### src/rtl/core_pkg.sv
// Shared fetch-stage types: FSM state, buffer entry layout and instruction size.
package core_pkg;

  localparam int unsigned INSTR_BYTES = 4;

  typedef enum logic {
    RUN   = 1'b0,
    DRAIN = 1'b1
  } fe_state_e;

  typedef struct packed {
    logic [31:0] pc;
    logic [31:0] instr;
    logic        filled;
  } fe_entry_t;

endpackage

### src/rtl/fe_fetch_fifo.sv
// In-order fetch buffer: entries are allocated at request acceptance, filled by
// responses in order, and popped from the head once filled.
module fe_fetch_fifo
  import core_pkg::*;
#(
  parameter int unsigned DEPTH = 2,
  localparam int unsigned AW = $clog2(DEPTH)
) (
  input  logic        clk,
  input  logic        rst,
  input  logic        flush,
  input  logic        alloc,
  input  logic [31:0] alloc_pc,
  input  logic        fill,
  input  logic [31:0] fill_data,
  input  logic        pop,
  output logic [AW:0] alloc_cnt,
  output logic [AW:0] unfilled_cnt,
  output fe_entry_t   head
);

  fe_entry_t   mem [DEPTH];
  logic [AW:0] wr_ptr;
  logic [AW:0] fill_ptr;
  logic [AW:0] rd_ptr;

  // Pointers carry one extra bit so full and empty are distinguishable.
  assign alloc_cnt    = wr_ptr - rd_ptr;
  assign unfilled_cnt = wr_ptr - fill_ptr;
  assign head         = mem[rd_ptr[AW-1:0]];

  always_ff @(posedge clk or negedge rst) begin
    if (!rst) begin
      wr_ptr   <= '0;
      fill_ptr <= '0;
      rd_ptr   <= '0;
      for (int i = 0; i < int'(DEPTH); i++) mem[i] <= '0;
    end else if (flush) begin
      wr_ptr   <= '0;
      fill_ptr <= '0;
      rd_ptr   <= '0;
      for (int i = 0; i < int'(DEPTH); i++) mem[i].filled <= 1'b0;
    end else begin
      if (alloc) begin
        mem[wr_ptr[AW-1:0]].pc     <= alloc_pc;
        mem[wr_ptr[AW-1:0]].filled <= 1'b0;
        wr_ptr                     <= wr_ptr + 1'b1;
      end
      if (fill) begin
        mem[fill_ptr[AW-1:0]].instr  <= fill_data;
        mem[fill_ptr[AW-1:0]].filled <= 1'b1;
        fill_ptr                     <= fill_ptr + 1'b1;
      end
      // Clearing filled on pop keeps a stale slot from reading as valid when empty.
      if (pop) begin
        mem[rd_ptr[AW-1:0]].filled <= 1'b0;
        rd_ptr                     <= rd_ptr + 1'b1;
      end
    end
  end

endmodule

### src/rtl/fe_fetch_stage.sv
// Fetch stage: owns the fetch PC, issues in-order imem requests, buffers returns
// and drains wrong-path responses after a redirect. Optional FE_PERF_CNT_EN adds counters.
module fe_fetch_stage
  import core_pkg::*;
#(
  parameter logic [31:0] RESET_PC  = 32'h0000_0000,
  parameter int unsigned BUF_DEPTH = 2
) (
  input  logic        clk,
  input  logic        rst,
  output logic        imem_req_valid,
  input  logic        imem_req_ready,
  output logic [31:0] imem_req_addr,
  input  logic        imem_rsp_valid,
  input  logic [31:0] imem_rsp_data,
  input  logic        redirect_valid,
  input  logic [31:0] redirect_pc,
  input  logic        de_ready,
  output logic        fe_valid,
  output logic [31:0] fe_pc,
  output logic [31:0] fe_instr,
`ifdef FE_PERF_CNT_EN
  output logic [31:0] perf_fetch_cnt,
  output logic [31:0] perf_bubble_cnt,
`endif
  output fe_state_e   dbg_state
);

  // Handshakes: a transfer happens on a cycle where valid && ready; valid never
  // depends combinationally on the same channel's ready.
  localparam int unsigned AW = $clog2(BUF_DEPTH);

  fe_state_e   state_q, state_d;
  logic [31:0] pc_q, pc_d;
  logic [AW:0] drop_q, drop_d;
  logic [AW:0] alloc_cnt, unfilled_cnt;
  fe_entry_t   head;
  logic        req_fire, fill, pop;

  assign imem_req_valid = rst && (state_q == RUN) && !redirect_valid
                          && (alloc_cnt < (AW+1)'(BUF_DEPTH));
  assign imem_req_addr  = pc_q;
  assign req_fire       = imem_req_valid && imem_req_ready;
  assign fill           = imem_rsp_valid && (state_q == RUN);
  assign fe_valid       = head.filled;
  assign fe_pc          = head.pc;
  assign fe_instr       = head.instr;
  assign pop            = fe_valid && de_ready;
  assign dbg_state      = state_q;

  always_comb begin
    pc_d   = pc_q;
    drop_d = drop_q;
    if (redirect_valid) begin
      pc_d   = redirect_pc & ~32'h3;
      // In RUN drop_q is 0; in DRAIN the buffer is empty, so one sum covers both.
      drop_d = drop_q + unfilled_cnt - {{AW{1'b0}}, imem_rsp_valid};
    end else begin
      if (req_fire) pc_d = pc_q + 32'(INSTR_BYTES);
      if (state_q == DRAIN && imem_rsp_valid) drop_d = drop_q - 1'b1;
    end
    state_d = (drop_d != '0) ? DRAIN : RUN;
  end

  always_ff @(posedge clk or negedge rst) begin
    if (!rst) begin
      state_q <= RUN;
      pc_q    <= RESET_PC;
      drop_q  <= '0;
    end else begin
      state_q <= state_d;
      pc_q    <= pc_d;
      drop_q  <= drop_d;
    end
  end

  fe_fetch_fifo #(.DEPTH(BUF_DEPTH)) u_fifo (
    .clk          (clk),
    .rst          (rst),
    .flush        (redirect_valid),
    .alloc        (req_fire),
    .alloc_pc     (pc_q),
    .fill         (fill),
    .fill_data    (imem_rsp_data),
    .pop          (pop),
    .alloc_cnt    (alloc_cnt),
    .unfilled_cnt (unfilled_cnt),
    .head         (head)
  );

`ifdef FE_PERF_CNT_EN
  always_ff @(posedge clk or negedge rst) begin
    if (!rst) begin
      perf_fetch_cnt  <= '0;
      perf_bubble_cnt <= '0;
    end else begin
      if (pop) perf_fetch_cnt <= perf_fetch_cnt + 1'b1;
      if (de_ready && !fe_valid) perf_bubble_cnt <= perf_bubble_cnt + 1'b1;
    end
  end
`endif

  a_rsp_expected: assert property (@(posedge clk) disable iff (!rst)
    imem_rsp_valid |-> (unfilled_cnt != '0 || drop_q != '0))
    else $error("imem response with nothing outstanding");

  a_pc_aligned: assert property (@(posedge clk) disable iff (!rst)
    fe_valid |-> (fe_pc[1:0] == 2'b00))
    else $error("misaligned fe_pc");

endmodule

### config.mk
export PLATFORM = sky130hd
export DESIGN_NAME = fe_fetch_stage
export DESIGN_NICKNAME = d
export VERILOG_FILES = /design/src/rtl/core_pkg.sv /design/src/rtl/fe_fetch_fifo.sv /design/src/rtl/fe_fetch_stage.sv
export SDC_FILE = /design/constraint.sdc
export NUM_CORES = 1
export LEC_CHECK = 0
export CORE_MARGIN = 2
export CORE_UTILIZATION = 50
export DETAILED_ROUTE_END_ITERATION = 16
export GPL_ROUTABILITY_DRIVEN = 0
export MAX_ROUTING_LAYER = met4
export PLACE_DENSITY = 0.78
export SYNTH_ARGS = -nofsm -noshare
export SYNTH_HDL_FRONTEND = slang
export SYNTH_HIERARCHICAL = 1
export SYNTH_SLANG_ARGS = --single-unit
### constraint.sdc
create_clock -name clk -period 4.3 [get_ports clk]
set_input_delay 0.86 -clock clk [delete_from_list [all_inputs] [get_ports clk]]
set_output_delay 0.86 -clock clk [all_outputs]
set_load 0.1 [all_outputs]
==> results of run 1 <==
-- per-stage QoR --
stage                     cell area (um^2)  std cells
after floorplan                       8130        628
after global placement                9780        979
after detailed placement              9780        979
after CTS                            10400       1010
after global routing                 10400       1010
final                                10400       1010
-- layer usage --
| layer | GRT usage, % | vias to the layer above | routed length (um) |
|---|---|---|---|
| li1 | - | 2552 | - |
| met1 | 29.2 | 2831 | 8020 |
| met2 | 37.9 | 124 | 9500 |
| met3 | 4.05 | 32 | 619 |
| met4 | 8.57 | 0 | 416 |
| met5 | - | - | 0 |
-- final cells by class --
type	count	area share [%]
Sequential cell	169	40.9
Clock inverter	8	1.17
Timing Repair Buffer	169	14.9
Multi-Input combinational cell	413	35.5
Inverter	12	0.483
Tap cell	216	2.61
Clock buffer	23	4.42
-- worst min path at each step --
stage,depth (start not counted),endpoint,slack [ns]
floorplan,1,drop_q[1]$_DFF_PN0_,0.44
global placement,1,drop_q[1]$_DFF_PN0_,0.45
detailed placement,1,u_fifo/mem[104]$_DFFE_PN0P_,0.48
CTS,1,u_fifo/mem[104]$_DFFE_PN0P_,0.50
global route,1,u_fifo/mem[13]$_DFFE_PN0P_,0.52
finish,1,drop_q[1]$_DFF_PN0_,0.48
-- flip-flops by register name, summed over array words and instances, names as in the netlist --
name	flops
u_fifo/mem	130
imem_req_addr	30
drop_q	2
u_fifo/fill_ptr	2
u_fifo/rd_ptr	2
u_fifo/wr_ptr	2
dbg_state	1
-- power by group through the flow --
stage | Sequential, mW | Combinational, mW | Clock (mW)
2_1_floorplan | 2.50 | 3.12 | 0
6_report | 2.32 | 4.12 | 1.52
5_1_grt | 2.38 | 4.25 | 1.62
4_1_cts | 2.32 | 4.14 | 1.54
3_5_place_dp | 2.34 | 4.13 | 0
3_3_place_gp | 2.29 | 4.08 | 0
-- critical path, stage by stage (launching register included) --
cell and delay (ns):
dfrtp_1 0.48, inv_2 0.08, ha_1 0.21, xnor2_1 0.13, xnor2_1 0.16, nor4b_4 0.21, buf_4 0.21, nand2_4 0.16
clkinv_4 0.23, inv_1 0.12, or3_2 0.91, mux2_4 0.47
==> key figures, run 1 <==
Outcome
  • Outcome: finished, final reports clean

Detailed routing
  • DRT antenna net count: 0
  • Initial drt markers: 382
  • DRT Pass-1 Iters: 4
  • Routed WL: 18,600 um
  • Vias: 5,539
  • Avg WL per Cell: around 18 um
  • Drt via density: 5.48
  • Remaining routing DRC violations: 0

Final layout
  • Register area: 4230 um^2
  • Final #Nets: 857
  • Most frequent cells in the layout: dfrtp_1, mux2_2, clkdlybuf4s50_1, buf_4, nand2_1
  • Layout area overhead: 27.8%
  • Fillers: 1,216
  • Fraction of layout cells with a size suffix above 1: slightly below 40%
  • Antenna cells: 0
  • Final core occ: about 65%
  • Area of the multi-input gates: 3680 um^2
  • Most common cell after layout, fill and taps aside: dfrtp_1

Clocking
  • Num CTS Buffers: 17
  • CTS tree: done
  • Root Driver: clkbuf_16
  • Post-CTS setup buffer count: 0
  • Clk buf depth: 2
  • Clk_lat worst skew: about 0.43 ns
  • H-Tree Depth: 4
  • Reg clk slew, reported paths: 0.06 ns
  • Post_cts resized: 0
  • TritonCTS Sinks: 169
  • Post-cts hold buffer count: 0

Power and ir drop
  • Leakage power total: 4.71 nW
  • P_int: 4.07 mW
  • Power Density: between 700 and 800 nW/um^2
  • VDD IR max: 0.539 mV
  • Pwr Total: 7.95 mW
  • Flop pwr share: 29.1%
  • Clock power share: 19.1%
  • Net Sw Frac: 48.8%
  • Logic pwr share: between 50% and 60%
  • Switching pwr: roughly 3.9 mW

Setup path
  • CP Max Fanout: 32
  • Critical path launch point type: flip-flop
  • Critical Path RT: 4.60 ns
  • Worst setup path endpoint: u_fifo/mem[61]$_DFFE_PN0P_
  • WS Path Type: flip-flop to flip-flop
  • WP data arrival: 3.82 ns
  • Reg2reg path depth: 11
  • Critical Path Start: u_fifo/wr_ptr[0]$_DFFE_PN0P_
  • Worst r2r src: u_fifo/wr_ptr[0]$_DFFE_PN0P_
  • Reg-to-reg endpoint: u_fifo/mem[61]$_DFFE_PN0P_
  • Setup crit end kind: flip-flop
  • Worst R2R Setup Slack: 0.78 ns

Global route
  • Total Routing Usage GR: 23.2%
  • Initial antenna violation count: 0
  • Vias in the first global route: 5,954
  • Largest net degree at the start of global routing: 170
  • Congestion Overflow GR: 0
  • First-pass GRT wire length: ~31,000 um

Floorplanning
  • IO Pins: 169
  • DIE AREA: 17,300 um^2
  • # rows: 46
  • Starting Density: between 50 and 60%
  • Chip width: 131 um
  • Core Footprint: 15,900 um^2
  • Die Y: 131 um

STA
  • Highest clock rate: 284 MHz
  • Final hold slack: just under 0.5 ns
  • Worst-Margin Slew: 1.16 ns
  • Fin crit share: 81.8%
  • Skew final: 0.0138 ns
  • Setup TNS: 0 ns
  • Final WS setup: 0.783 ns
  • Fin. Hold Viols: 0
  • Max_slew headroom: 22.8%
  • RSZ-0062 raised after global routing: no
  • Slew Viols, Final: 0
  • Final min period: around 3.5 ns
  • Setup violators final: 0

Place
  • Setup WS pre-CTS: 0.754 ns
  • IO Port Bufs: ~160
  • Detailed placement HPWL: ~12,000 um

Yosys
  • Yosys warns: 6
  • Synthesized cell area: 8110 um^2
  • Gate Count Post-Synth: 623
  • Syn Area/Cell: roughly 13 um^2

Min path
  • Min-Delay Path Class: flip-flop to flip-flop
  • Startpoint of the worst hold path: drop_q[1]$_DFF_PN0_

Job
  • Max cap viols: 0
(Power assumes the default switching activity.)
==> run 2, diff against run 1 <==
Clock period 4.3 ns to 3.25 ns, I/O delays scaled along.
==> run 2 against run 1 <==
  * Clock power up 41%
  * Worst setup slack worse by 0.50 ns
  * Critical path depth down 8
  * Final cell count increased by 0.50%
  * Total power increased by 35%
  * Flip-flop and latch count is the same
  * Combinational power increased by 34%
  * First-iteration DRC count rose by 10%
  * Sequential power is 33% higher
  * Non-clock buffer count grew 5
  * Final area grew 1.3%
  * Clock skew decreased by 0.0017 ns
  * Largest cell class unchanged
  * Highest routed layer unchanged
==> key figures, run 2 (synthesized netlist as in run 1, its figures left out) <==
Outcome
  • Outcome: finished, final reports clean (unchanged)

Detailed routing
  • DRT antenna net count: 0 (unchanged)
  • Remaining routing DRC violations: 0 (unchanged)
  • Avg WL per Cell: 19.0 um (was 18.4 um)
  • Routed WL: 19,300 um (was 18,600 um)
  • Initial drt markers: 422 (was 382)
  • Vias: 5,635 (was 5,539)
  • DRT Pass-1 Iters: 5 (was 4)
  • Drt via density: 5.55 (was 5.48)

Power and ir drop
  • Power Density: 1030 nW/um^2 (was 767 nW/um^2)
  • Leakage power total: 4.86 nW (was 4.71 nW)
  • VDD IR max: 0.811 mV (was 0.539 mV)
  • Pwr Total: 10.8 mW (was 7.95 mW)

Final layout
  • Layout area overhead: 29.4% (was 27.8%)
  • Antenna cells: 0 (unchanged)
  • Final core occ: 66.1% (was 65.2%)
  • Fraction of layout cells with a size suffix above 1: 44.1% (was 38.8%)
  • Design area: 10,500 um^2 (was 10,400 um^2)
  • Reg with most FFs: u_fifo/mem (unchanged)
  • Fillers: 1,204 (was 1,216)
  • Most frequent cells in the layout: dfrtp_1, mux2_2, buf_4, clkdlybuf4s50_1, mux2_4 (was dfrtp_1, mux2_2, clkdlybuf4s50_1, buf_4, nand2_1)
  • Most common cell after layout, fill and taps aside: dfrtp_1 (unchanged)
  • Max reg flops: 130 (unchanged)
  • Final #Nets: 862 (was 857)

Place
  • Placed inst area: 9860 um^2 (was 9780 um^2)
  • IO Port Bufs: 164 (unchanged)
  • Setup WS pre-CTS: 0.457 ns (was 0.754 ns)
  • Detailed placement HPWL: 12,300 um (about the same)

Global route
  • Total Routing Usage GR: 24.0% (was 23.2%)
  • Congestion Overflow GR: 0 (unchanged)
  • Met1 usage: 29.7% (was 29.2%)
  • Global routing met2 resource utilization: 39.2% (was 37.9%)
  • Vias in the first global route: 6,066 (was 5,954)
  • Largest net degree at the start of global routing: 170 (unchanged)
  • Initial antenna violation count: 0 (unchanged)
  • Met3 Use GR: 4.75% (was 4.05%)
  • Top Usage Layer GRT: met2 (unchanged)
  • First-pass GRT wire length: 32,200 um (was 31,100 um)

Floorplanning
  • Die Y: 131 um (unchanged)
  • Chip width: 131 um (unchanged)
  • IO Pins: 169 (unchanged)
  • DIE AREA: 17,300 um^2 (unchanged)
  • Core Footprint: 15,900 um^2 (unchanged)
  • Starting Density: 51.0% (unchanged)
  • # rows: 46 (unchanged)

STA
  • Fin crit share: 91.3%
  • Fin. Hold Viols: 0 (unchanged)
  • Worst-Margin Slew: 1.01 ns (was 1.16 ns)
  • Slew Viols, Final: 0 (unchanged)
  • Final WS setup: 0.281 ns (was 0.783 ns)
  • Setup violators final: 0 (unchanged)
  • Skew final: 0.0121 ns (was 0.0138 ns)
  • RSZ-0062 raised after global routing: no (unchanged)
  • Max_slew headroom: 32.7% (was 22.8%)
  • Highest clock rate: about 340 MHz
  • Final min period: 2.97 ns
  • Final hold slack: 0.421 ns (was 0.482 ns)

Clocking
  • Post_cts resized: 0 (unchanged)
  • Num CTS Buffers: 17 (unchanged)
  • Clk_lat worst skew: 0.42 ns (was 0.43 ns)
  • Post-cts hold buffer count: 0 (unchanged)
  • Clk buf depth: 2 (unchanged)
  • Post-CTS setup buffer count: 0 (unchanged)
  • H-Tree Depth: 4 (unchanged)
  • CTS tree: done (unchanged)
  • Reg clk slew, reported paths: 0.06 ns (about the same)
  • Root Driver: clkbuf_16 (unchanged)
  • TritonCTS Sinks: 169 (unchanged)

Setup path
  • CP Max Fanout: 69 (was 32)
  • Cell mode on critical path: buf_4 (was xnor2_1)
  • Critical Path RT: 2.60 ns (was 4.60 ns)
  • WS Path Type: flip-flop to output port (was flip-flop to flip-flop)
  • Slowest cell on the critical path: buf_4 (was or3_2)
  • Crit-path max cell delay: 0.77 ns (was 0.91 ns)
  • WP data arrival: 2.32 ns (was 3.82 ns)
  • Critical path launch point type: flip-flop (unchanged)
  • CP Cell Sequence: buf_4, mux2_2, buf_4 (was inv_2, ha_1, xnor2_1, xnor2_1, nor4b_4, buf_4, nand2_4, clkinv_4, inv_1, or3_2, mux2_4)
  • Setup crit end kind: output port (was flip-flop)

Job
  • Max cap viols: 0 (unchanged)

Min path
  • Min-Delay Path Class: input port to asynchronous set/reset pin (was flip-flop to flip-flop)
[run 2: changes by cell type in the layout (fill, tap and decap cells not counted), moves of 2 or more]
cell             change
dfrtp_1              -2
clkbuf_1             -2
mux2_4              +31
clkbuf_8             +3
mux2_1               -2
mux2_2              -29
dfrtp_2              +2
clkdlybuf4s50_1     -31
buf_4               +37
[run 2: report_power, final]
part	internal, mW	switching, mW
registers	2.70	0.389
clock network	1.36	0.788
logic	1.54	3.99
total	5.60	5.16
[run 2: metrics by stage]
step	TNS, ns	std cells
final	0	1015
after global routing	0	1015
after CTS	0	1015
after global placement	0	984
after floorplan	-23.41	628
after detailed placement	0	984
[run 2: worst paths after layout]
| kind | from | end | slack, ns | cells past startpoint |
|---|---|---|---|---|
| max | u_fifo/rd_ptr[0]$_DFFE_PN0P_ | fe_pc[24] | 0.28 | 3 |
| min | rst | u_fifo/mem[64]$_DFFE_PN0P_ | 0.42 | 2 |
| max reg2reg | u_fifo/wr_ptr[0]$_DFFE_PN0P_ | u_fifo/mem[46]$_DFFE_PN0P_ | 0.46 | 11 |
| min reg2reg | drop_q[1]$_DFF_PN0_ | drop_q[1]$_DFF_PN0_ | 0.50 | 1 |
| max in group asynchronous | rst | dbg_state$_DFF_PN0_ | 2.12 | 2 |
| min in group clk | drop_q[1]$_DFF_PN0_ | drop_q[1]$_DFF_PN0_ | 0.50 | 1 |
[run 2: final cells by class]
type | instances | area (um^2) | area share (%)
flip-flops and latches | 169 | 4240 | 40.4
clock buffers | 24 | 492 | 4.69
multi-input cells | 413 | 3810 | 36.3
well taps | 216 | 270 | 2.58
clock inverters | 7 | 139 | 1.32
repair buffers | 174 | 1500 | 14.2
inverters | 12 | 52.6 | 0.501
[run 2: layer usage]
layer | part of all wire (%) | up-vias | wire length (um)
met5 | 0 | - | 0
met2 | 51 | 146 | 9840
met4 | 2.1 | 0 | 401
met1 | 43 | 2897 | 8290
li1 | - | 2566 | -
met3 | 3.8 | 26 | 733
[run 2: critical path: cells and delay by family, from the launching register on]
family,cells,cell delay (ns)
buffers and inverters,2,1.01
multiplexers,1,0.43
flip-flops,1,0.42
